[config.mk]
export PLATFORM = sky130hd
export DESIGN_NAME = ccr_unit
export DESIGN_NICKNAME = d
export VERILOG_FILES = /design/src/rtl/ccr_unit.sv
export SDC_FILE = /design/constraint.sdc
export NUM_CORES = 1
export LEC_CHECK = 0
export BUFFER_PORTS_ARGS = -buffer_cell sky130_fd_sc_hd__buf_2
export CAP_MARGIN = 10
export CORE_MARGIN = 8
export CORE_UTILIZATION = 39
export DETAILED_ROUTE_END_ITERATION = 7
export PLACE_DENSITY = 0.64
export SLEW_MARGIN = 25
export SYNTH_ARGS = -nofsm -noshare
export SYNTH_HDL_FRONTEND = slang
export SYNTH_SLANG_ARGS = --single-unit
[constraint.sdc]
create_clock -name clk -period 3.1 [get_ports clk]
set_clock_uncertainty 0.1 [all_clocks]
set_input_delay 0.465 -clock clk [delete_from_list [all_inputs] [get_ports clk]]
set_output_delay 0.465 -clock clk [all_outputs]
set_load 0.005 [all_outputs]
[src/rtl/ccr_unit.sv]
// ccr_unit: condition-code register stage downstream of the 8-bit ALU.
//
// Latches ALU Z/N/C/V into architectural flags under a per-opcode update
// mask, feeds the held carry back to the ALU, evaluates branch conditions
// and saves/restores flags on interrupt entry/return.
//
// Optional feature macro: CCR_SHADOW_STACK_EN
//   undefined : single-entry shadow register
//   defined   : LIFO shadow of SHADOW_DEPTH entries (2..8)
//
// Ports:
//   clk, rst          rising-edge clock, synchronous active-high reset
//   ex_valid          ALU result belongs to a live instruction
//   stall             blocks all state updates (except rst)
//   flush             squashes this cycle's ALU update
//   alu_sel[3:0]      ALU opcode selecting the flag update mask
//   alu_z/n/c/v       ALU combinational flag outputs
//   ccr_wr_en         explicit flag load (POP CCR)
//   ccr_wr_data[3:0]  {V,C,N,Z} for the explicit load
//   int_save          interrupt entry: push flags to shadow
//   rti_restore       return from interrupt: pop shadow into flags
//   br_cond[2:0]      branch condition selector
//   flags_q[3:0]      registered {V,C,N,Z}
//   carry_to_alu      registered carry, drives ALU cin
//   br_taken          combinational branch decision from flags_q
//   shadow_valid      shadow holds at least one entry
//   ccr_err           one-cycle pulse after an illegal save/restore
module ccr_unit #(
    parameter logic [3:0]  RESET_FLAGS  = 4'b0000,
    parameter int unsigned SHADOW_DEPTH = 4
) (
    input  logic       clk,
    input  logic       rst,
    input  logic       ex_valid,
    input  logic       stall,
    input  logic       flush,
    input  logic [3:0] alu_sel,
    input  logic       alu_z,
    input  logic       alu_n,
    input  logic       alu_c,
    input  logic       alu_v,
    input  logic       ccr_wr_en,
    input  logic [3:0] ccr_wr_data,
    input  logic       int_save,
    input  logic       rti_restore,
    input  logic [2:0] br_cond,
    output logic [3:0] flags_q,
    output logic       carry_to_alu,
    output logic       br_taken,
    output logic       shadow_valid,
    output logic       ccr_err
);

    if (SHADOW_DEPTH < 2 || SHADOW_DEPTH > 8) begin : g_bad_depth
        $error("ccr_unit: SHADOW_DEPTH must be in 2..8");
    end

    logic [3:0] upd_mask;
    logic [3:0] alu_flags;
    logic [3:0] flags_next;
    logic [3:0] shadow_top;
    logic       alu_upd;
    logic       do_restore;
    logic       do_save;
    logic       err_save;
    logic       err_next;

    // Mask bits ordered {V,C,N,Z}
    always_comb begin
        upd_mask = 4'b0000;
        case (alu_sel)
            4'b0010, 4'b0011, 4'b1100, 4'b1101: upd_mask = 4'b1111;
            4'b0100, 4'b0101, 4'b1010, 4'b1011: upd_mask = 4'b0011;
            4'b0110, 4'b0111, 4'b1000, 4'b1001: upd_mask = 4'b0100;
            default:                            upd_mask = 4'b0000;
        endcase
    end

    assign alu_flags  = {alu_v, alu_c, alu_n, alu_z};
    assign alu_upd    = ex_valid && !stall && !flush;
    assign do_restore = rti_restore && !stall;
    // A save coinciding with a restore is discarded (and flagged below).
    assign do_save    = int_save && !rti_restore && !stall;

    // A restore owns the cycle even when the shadow is empty, so a
    // concurrent explicit load or ALU update is dropped in that case too.
    always_comb begin
        flags_next = flags_q;
        if (do_restore) begin
            if (shadow_valid) flags_next = shadow_top;
        end else if (ccr_wr_en && !stall) begin
            flags_next = ccr_wr_data;
        end else if (alu_upd) begin
            flags_next = (flags_q & ~upd_mask) | (alu_flags & upd_mask);
        end
    end

`ifdef CCR_SHADOW_STACK_EN
    localparam int unsigned PTR_W = $clog2(SHADOW_DEPTH + 1);
    localparam int unsigned IDX_W = $clog2(SHADOW_DEPTH);

    logic [3:0]       shadow_mem [SHADOW_DEPTH];
    logic [PTR_W-1:0] shadow_ptr;
    logic [IDX_W-1:0] top_idx;
    logic [IDX_W-1:0] push_idx;
    logic             shadow_full;

    // top_idx wraps when the stack is empty; only used when shadow_valid.
    assign top_idx      = IDX_W'(shadow_ptr - 1'b1);
    assign push_idx     = IDX_W'(shadow_ptr);
    assign shadow_valid = (shadow_ptr != '0);
    assign shadow_full  = (shadow_ptr == PTR_W'(SHADOW_DEPTH));
    assign shadow_top   = shadow_mem[top_idx];
    assign err_save     = do_save && shadow_full;

    always_ff @(posedge clk) begin
        if (rst) begin
            shadow_ptr <= '0;
            for (int unsigned i = 0; i < SHADOW_DEPTH; i++) begin
                shadow_mem[i] <= '0;
            end
        end else if (do_restore) begin
            if (shadow_valid) shadow_ptr <= shadow_ptr - 1'b1;
        end else if (do_save && !shadow_full) begin
            shadow_mem[push_idx] <= flags_next;
            shadow_ptr           <= shadow_ptr + 1'b1;
        end
    end
`else
    logic [3:0] shadow_q;
    logic       shadow_v;

    assign shadow_valid = shadow_v;
    assign shadow_top   = shadow_q;
    assign err_save     = do_save && shadow_v;

    always_ff @(posedge clk) begin
        if (rst) begin
            shadow_q <= '0;
            shadow_v <= 1'b0;
        end else if (do_restore) begin
            shadow_v <= 1'b0;
        end else if (do_save) begin
            shadow_q <= flags_next;
            shadow_v <= 1'b1;
        end
    end
`endif

    assign err_next = (do_restore && (!shadow_valid || int_save)) || err_save;

    always_ff @(posedge clk) begin
        if (rst) begin
            flags_q <= RESET_FLAGS;
            ccr_err <= 1'b0;
        end else begin
            flags_q <= flags_next;
            ccr_err <= err_next;
        end
    end

    assign carry_to_alu = flags_q[2];

    always_comb begin
        br_taken = 1'b0;
        case (br_cond)
            3'b000:  br_taken = 1'b1;
            3'b001:  br_taken = flags_q[0];
            3'b010:  br_taken = flags_q[1];
            3'b011:  br_taken = flags_q[2];
            3'b100:  br_taken = flags_q[3];
            3'b101:  br_taken = !flags_q[0];
            3'b110:  br_taken = !flags_q[2];
            default: br_taken = 1'b0;
        endcase
    end

endmodule

==> impl_metrics.ini, run 1 <==
[clock_network]
post_cts_buffers = 0
clock-sinks = 10
hold_buffers = 0
cts_root_buffer = clkbuf_4
htreeDepth = 1
cts.path.max_buffers = 2
path_clk_slew_ns = 0.06
cts_tree = yes
cts.repair.resized = 0
numCtsBuffers = 3
insertion_delay_ns = 0.26

[power_and_ir_drop]
peakVddDrop_v = 0.000170
power_density_nw_per_um2 = 342
power_leakage_nw = 0.402

[sta]
max_freq_mhz = 556
drv_slew = 0
finalCriticalPeriod_ns = 1.80
finalHoldViolations = 0
slew_headroom = 0.747
rsz0062_at_grt = no
setup_viol = 0
worstMarginPinSlew_ns = 0.379
tns_ns = 0
setup_ws_ns = 1.30
min_period_over_period = 0.580

[synth]
syn_nets = 111
yosys-top-cells-area = dfxtp_1 28%, mux2i_1 8.3%, ha_1 5.2%, a21oi_1 4.9%, o21ai_0 4.9%
synth_top_cell_area_share = 0.278
synth-edff-count = 0
synth_area_um2 = 721
synthArstFlopShare = 0
synth.largest_area_cell = dfxtp_1
synth-seq-cells = 10
synthFlopType = dfxtp_1
synth_cells = 85
yosys_warnings = 0
ys_seq_area_frac = 0.278
ys_types = 32
avgSynthCellArea_um2 = 8.48

[hold_path]
hold_end = ccr_err
hold_class = in2reg
hold_path.startpoint = stall
hold_depth = 2

[placement]
globalplace.congestion = 0.821
port_buffers = 29
dp_hpwl_um = 1570
dp_slack_ns = 1.19

[route]
wl_um = 1950
firstDrtPassIters = 4
first_iter_violations = 13
ant_nets = 0
wl_per_cell_um = 14.1
vias_per_cell = 5.38
remaining_drc_errors = 0
routed-via-count = 748

[final_layout]
antenna_cells = 0
final_cell_mix = 29 x buf_2, 10 x dfxtp_1, 7 x o21ai_0, 7 x a21oi_1, 7 x nor2_1
drive_above_1_share = 0.360
mostFrequentLayoutCell = buf_2
utilization = 0.523
nFillCells = 181
area_growth_pct = 25.3
fin_nets = 142

[critical_path]
path_delay_family = compound AO/OA/AOI/OAI gates
critPathArrivalTime_ns = 1.23
required_ns = 2.53
critical_path_class = in2out
worst-path-buf-inv = 2
cp-start-kind = input pin
worstRegToRegCells = 4
crit_path_end_kind = output port
crit-reg2reg-launch = shadow_valid
cp_max_fo = 4
r2r-end = flags_q[2]
crit_slowest_cell = a211oi_1
worstPathCellList = buf_2, nor3b_1, a211oi_1, a21oi_1, a21oi_1, buf_2
max_stage_delay_ns = 0.21
r2r_slack_ns = 1.64

[grt]
grt_pass1_wl_um = 3230
grt_max_degree = 14
track_usage = 0.121
use_met2 = 0.193
grt-busiest-layer = met2
met3_usage = 0.0629
grt_antenna_before_repair = 0
grt_pass1_vias = 733
grt.overflow.total = 0
use_met1 = 0.130

[floorplanning]
core.rowCount = 15
die-area_um2 = 3480
num_io_pins = 31
die_w_um = 59.0
design.core.area_um2 = 1730
die_y_um = 59.0
start_util = 0.417

[run]
cap_violations = 0

[outcome]
status = finished, final reports clean
## registers in the layout, indices dropped and copies added (netlist names)
register / cells
shadow_q: 4
flags_q: 4
ccr_err: 1
shadow_valid: 1
## layer usage
layer | routed length (um) | vias to the layer above
met5 | 0 | -
met4 | 10 | 0
met3 | 230 | 2
met2 | 827 | 24
met1 | 885 | 349
li1 | - | 373
## report_power, final
part           internal [W]  switching (W)
logic             0.0000385      0.0000412
clock network     0.0000447      0.0000418
registers          0.000136     0.00000756
total              0.000219      0.0000905
## worst max-delay path by stage
stage	start	endpoint	slack [ns]	depth (start not counted)
final	br_cond[0]	br_taken	1.30	6
after global routing	flags_q[1]	br_taken	1.21	5
after CTS	flags_q[0]	br_taken	1.30	5
after detailed placement	alu_sel[1]	shadow_q[2]	1.19	7
after global placement	stall	shadow_q[2]	1.23	5
after floorplan	alu_sel[1]	shadow_q[0]	1.46	6
## logic make-up after synthesis
logic type / share of synthesized area
and+or+nand+nor: 0.259
AOI/OAI and AO/OA: 0.264
DFF: 0.278
buffers and inverters: 0.0486
muxes: 0.0990
adders and majority gates: 0.0521
## synthesized netlist by cell type (2+ instances only)
cell and number:
nor3_1 2, ha_1 3, nand3b_1 2, dfxtp_1 10
o21ai_0 7, a211oi_1 3, nor2b_1 3, inv_1 5
nand2_1 4, nor2_1 7, o22ai_1 2, nor3b_1 3
a21oi_1 7, o32ai_1 3, mux2i_1 6, nand2b_1 2
## through the flow
step	total power (W)	std cells	instance area [um^2]	hold slack, ns
2_1_floorplan	0.000191	85	721	0.362
3_3_place_gp	0.000223	136	881	0.377
3_5_place_dp	0.000226	136	881	0.381
4_1_cts	0.000312	139	903	0.356
5_1_grt	0.000331	139	903	0.362
6_report	0.000309	139	903	0.363
## cell type report
type                    count  area, um^2  share of cell area
clock buffers               3        22.5              0.0249
inverters                   5        18.8              0.0208
multi-input cells          67         485               0.537
flip-flops and latches     10         200               0.222
well taps                  25        31.3              0.0346
repair buffers             29         145               0.161
No activity file was read; power rests on OpenSTA's default activity.
==> run 2, diff against run 1 <==
--- a/config.mk
+++ b/config.mk
@@ -10,7 +10,7 @@
 export CORE_MARGIN = 8
 export CORE_UTILIZATION = 39
 export DETAILED_ROUTE_END_ITERATION = 7
-export PLACE_DENSITY = 0.64
+export PLACE_DENSITY = 0.66
 export SLEW_MARGIN = 25
 export SYNTH_ARGS = -nofsm -noshare
 export SYNTH_HDL_FRONTEND = slang
==> constraint.sdc (replaced) <==
create_clock -name clk -period 1.65 [get_ports clk]
set_clock_uncertainty 0.1 [all_clocks]
set_input_delay 0.2475 -clock clk [delete_from_list [all_inputs] [get_ports clk]]
set_output_delay 0.2475 -clock clk [all_outputs]
set_load 0.005 [all_outputs]
==> impl_metrics.ini, run 2 (synthesis results as in run 1) <==
[final_layout]
reg.largest.list = flags_q (4), shadow_q (4)
final_cell_mix = 29 x buf_2, 8 x dfxtp_1, 7 x o21ai_0, 7 x a21oi_1, 7 x nor2_1
area_growth_pct = 29.9
fin_nets = 146
mostFrequentLayoutCell = buf_2
drive_above_1_share = 0.398
nFillCells = 176
antenna_cells = 0
utilization = 0.542

[sta]
finalHoldViolations = 0
rsz0062_at_grt = no
slew_headroom = 0.789
max_freq_mhz = 648
setup_ws_ns = 0.106
drv_slew = 0
worstMarginPinSlew_ns = 0.315
setup_viol = 0
min_period_over_period = 0.936
finalCriticalPeriod_ns = 1.54

[critical_path]
crit_path_end_kind = output port
required_ns = 1.30
crit-reg2reg-launch = flags_q[2]
cp-startpoint = flags_q[1]
cp-start-kind = register
path_delay_family = compound AO/OA/AOI/OAI gates
worst-path-buf-inv = 1
r2r-end = flags_q[2]
worstPathCellList = nor2_1, a211oi_1, a21oi_1, a21oi_1, buf_2
critPathArrivalTime_ns = 1.20
max_stage_delay_ns = 0.36
critical_path_class = reg2out
cp_max_fo = 4
r2r_slack_ns = 0.41
cp_common_cell = a21oi_1
crit_slowest_cell = dfxtp_2
worstRegToRegCells = 4

[placement]
dp_hpwl_um = 1560
dp_slack_ns = -0.0261
port_buffers = 29
globalplace.congestion = 0.777

[clock_network]
insertion_delay_ns = 0.26
cts.path.max_buffers = 2
cts_tree = yes
numCtsBuffers = 3
cts_root_buffer = clkbuf_4
clock-sinks = 10
path_clk_slew_ns = 0.07
htreeDepth = 1

[hold_path]
hold_end = flags_q[0]
hold_class = in2reg
hold_depth = 3
hold_path.startpoint = alu_z

[route]
routed-via-count = 764
first_iter_violations = 12
ant_nets = 0
vias_per_cell = 5.34
wl_um = 1930
firstDrtPassIters = 4
wl_per_cell_um = 13.5
remaining_drc_errors = 0

[grt]
grt_max_degree = 14
grt_antenna_before_repair = 0
grt.overflow.total = 0
grt_pass1_vias = 813
grt_pass1_wl_um = 3320
track_usage = 0.118

[floorplanning]
core.rowCount = 15
die_y_um = 59.0
die_w_um = 59.0
die-area_um2 = 3480
design.core.area_um2 = 1730
start_util = 0.417
num_io_pins = 31

[power_and_ir_drop]
power_density_nw_per_um2 = 637
power_leakage_nw = 0.422
power_w = 0.000596
peakVddDrop_v = 0.000343

[outcome]
status = finished, final reports clean

[run]
cap_violations = 0
run 2: cell count changes in the layout (fill, tap and decap cells not counted), sizes merged:
cell / change
buf: +4
run 2: tightest hold or removal path, stage by stage:
cell,delay [ns]
buf_2,0.07
a211oi_1,0.08
o22ai_1,0.10
run 2: how the worst max path moves through the flow:
stage	cells after the start	to
global placement	7	shadow_q[1]
detailed placement	7	shadow_q[1]
floorplan	6	shadow_q[0]
CTS	5	br_taken
finish	5	br_taken
global route	5	br_taken
run 2: area by class of cell:
type                       count  area (um^2)  area share
timing repair buffer          33          175       0.187
inverter                       5         18.8      0.0201
clock buffer                   3         22.5      0.0241
multi-input combinational     67          485       0.519
tap                           25         31.3      0.0334
sequential                    10          203       0.217
run 2: stage by stage:
step | std cells | setup TNS, ns | hold WS (ns) | area (um^2)
3_3_place_gp | 140 | 0 | 0.379 | 911
2_1_floorplan | 85 | 0 | 0.227 | 721
3_5_place_dp | 140 | -0.0261 | 0.385 | 911
6_report | 143 | 0 | 0.176 | 936
4_1_cts | 143 | 0 | 0.174 | 933
5_1_grt | 143 | 0 | 0.207 | 936
run 2: repair_timing:
action,4_1_cts,5_1_grt
hold buffers,0,0
endpoints found under the setup margin,0,1
setup buffers,0,0
resized for setup,0,2
run 2: report_power, final:
part	switching, W	total, W	leakage (nW)	internal [W]
Sequential	0.0000119	0.000267	0.0826	0.000255
Combinational	0.0000804	0.000159	0.326	0.0000787
Clock	0.0000852	0.000169	0.0138	0.0000842
run 2: per-layer routing:
layer  vias to the layer above  GRT usage  routed length, um
li1                        381          -                  -
met1                       359      0.120                812
met2                        22      0.221                971
met3                         2     0.0412                142
met4                         0     0.0307                  7
met5                         -          0                  0
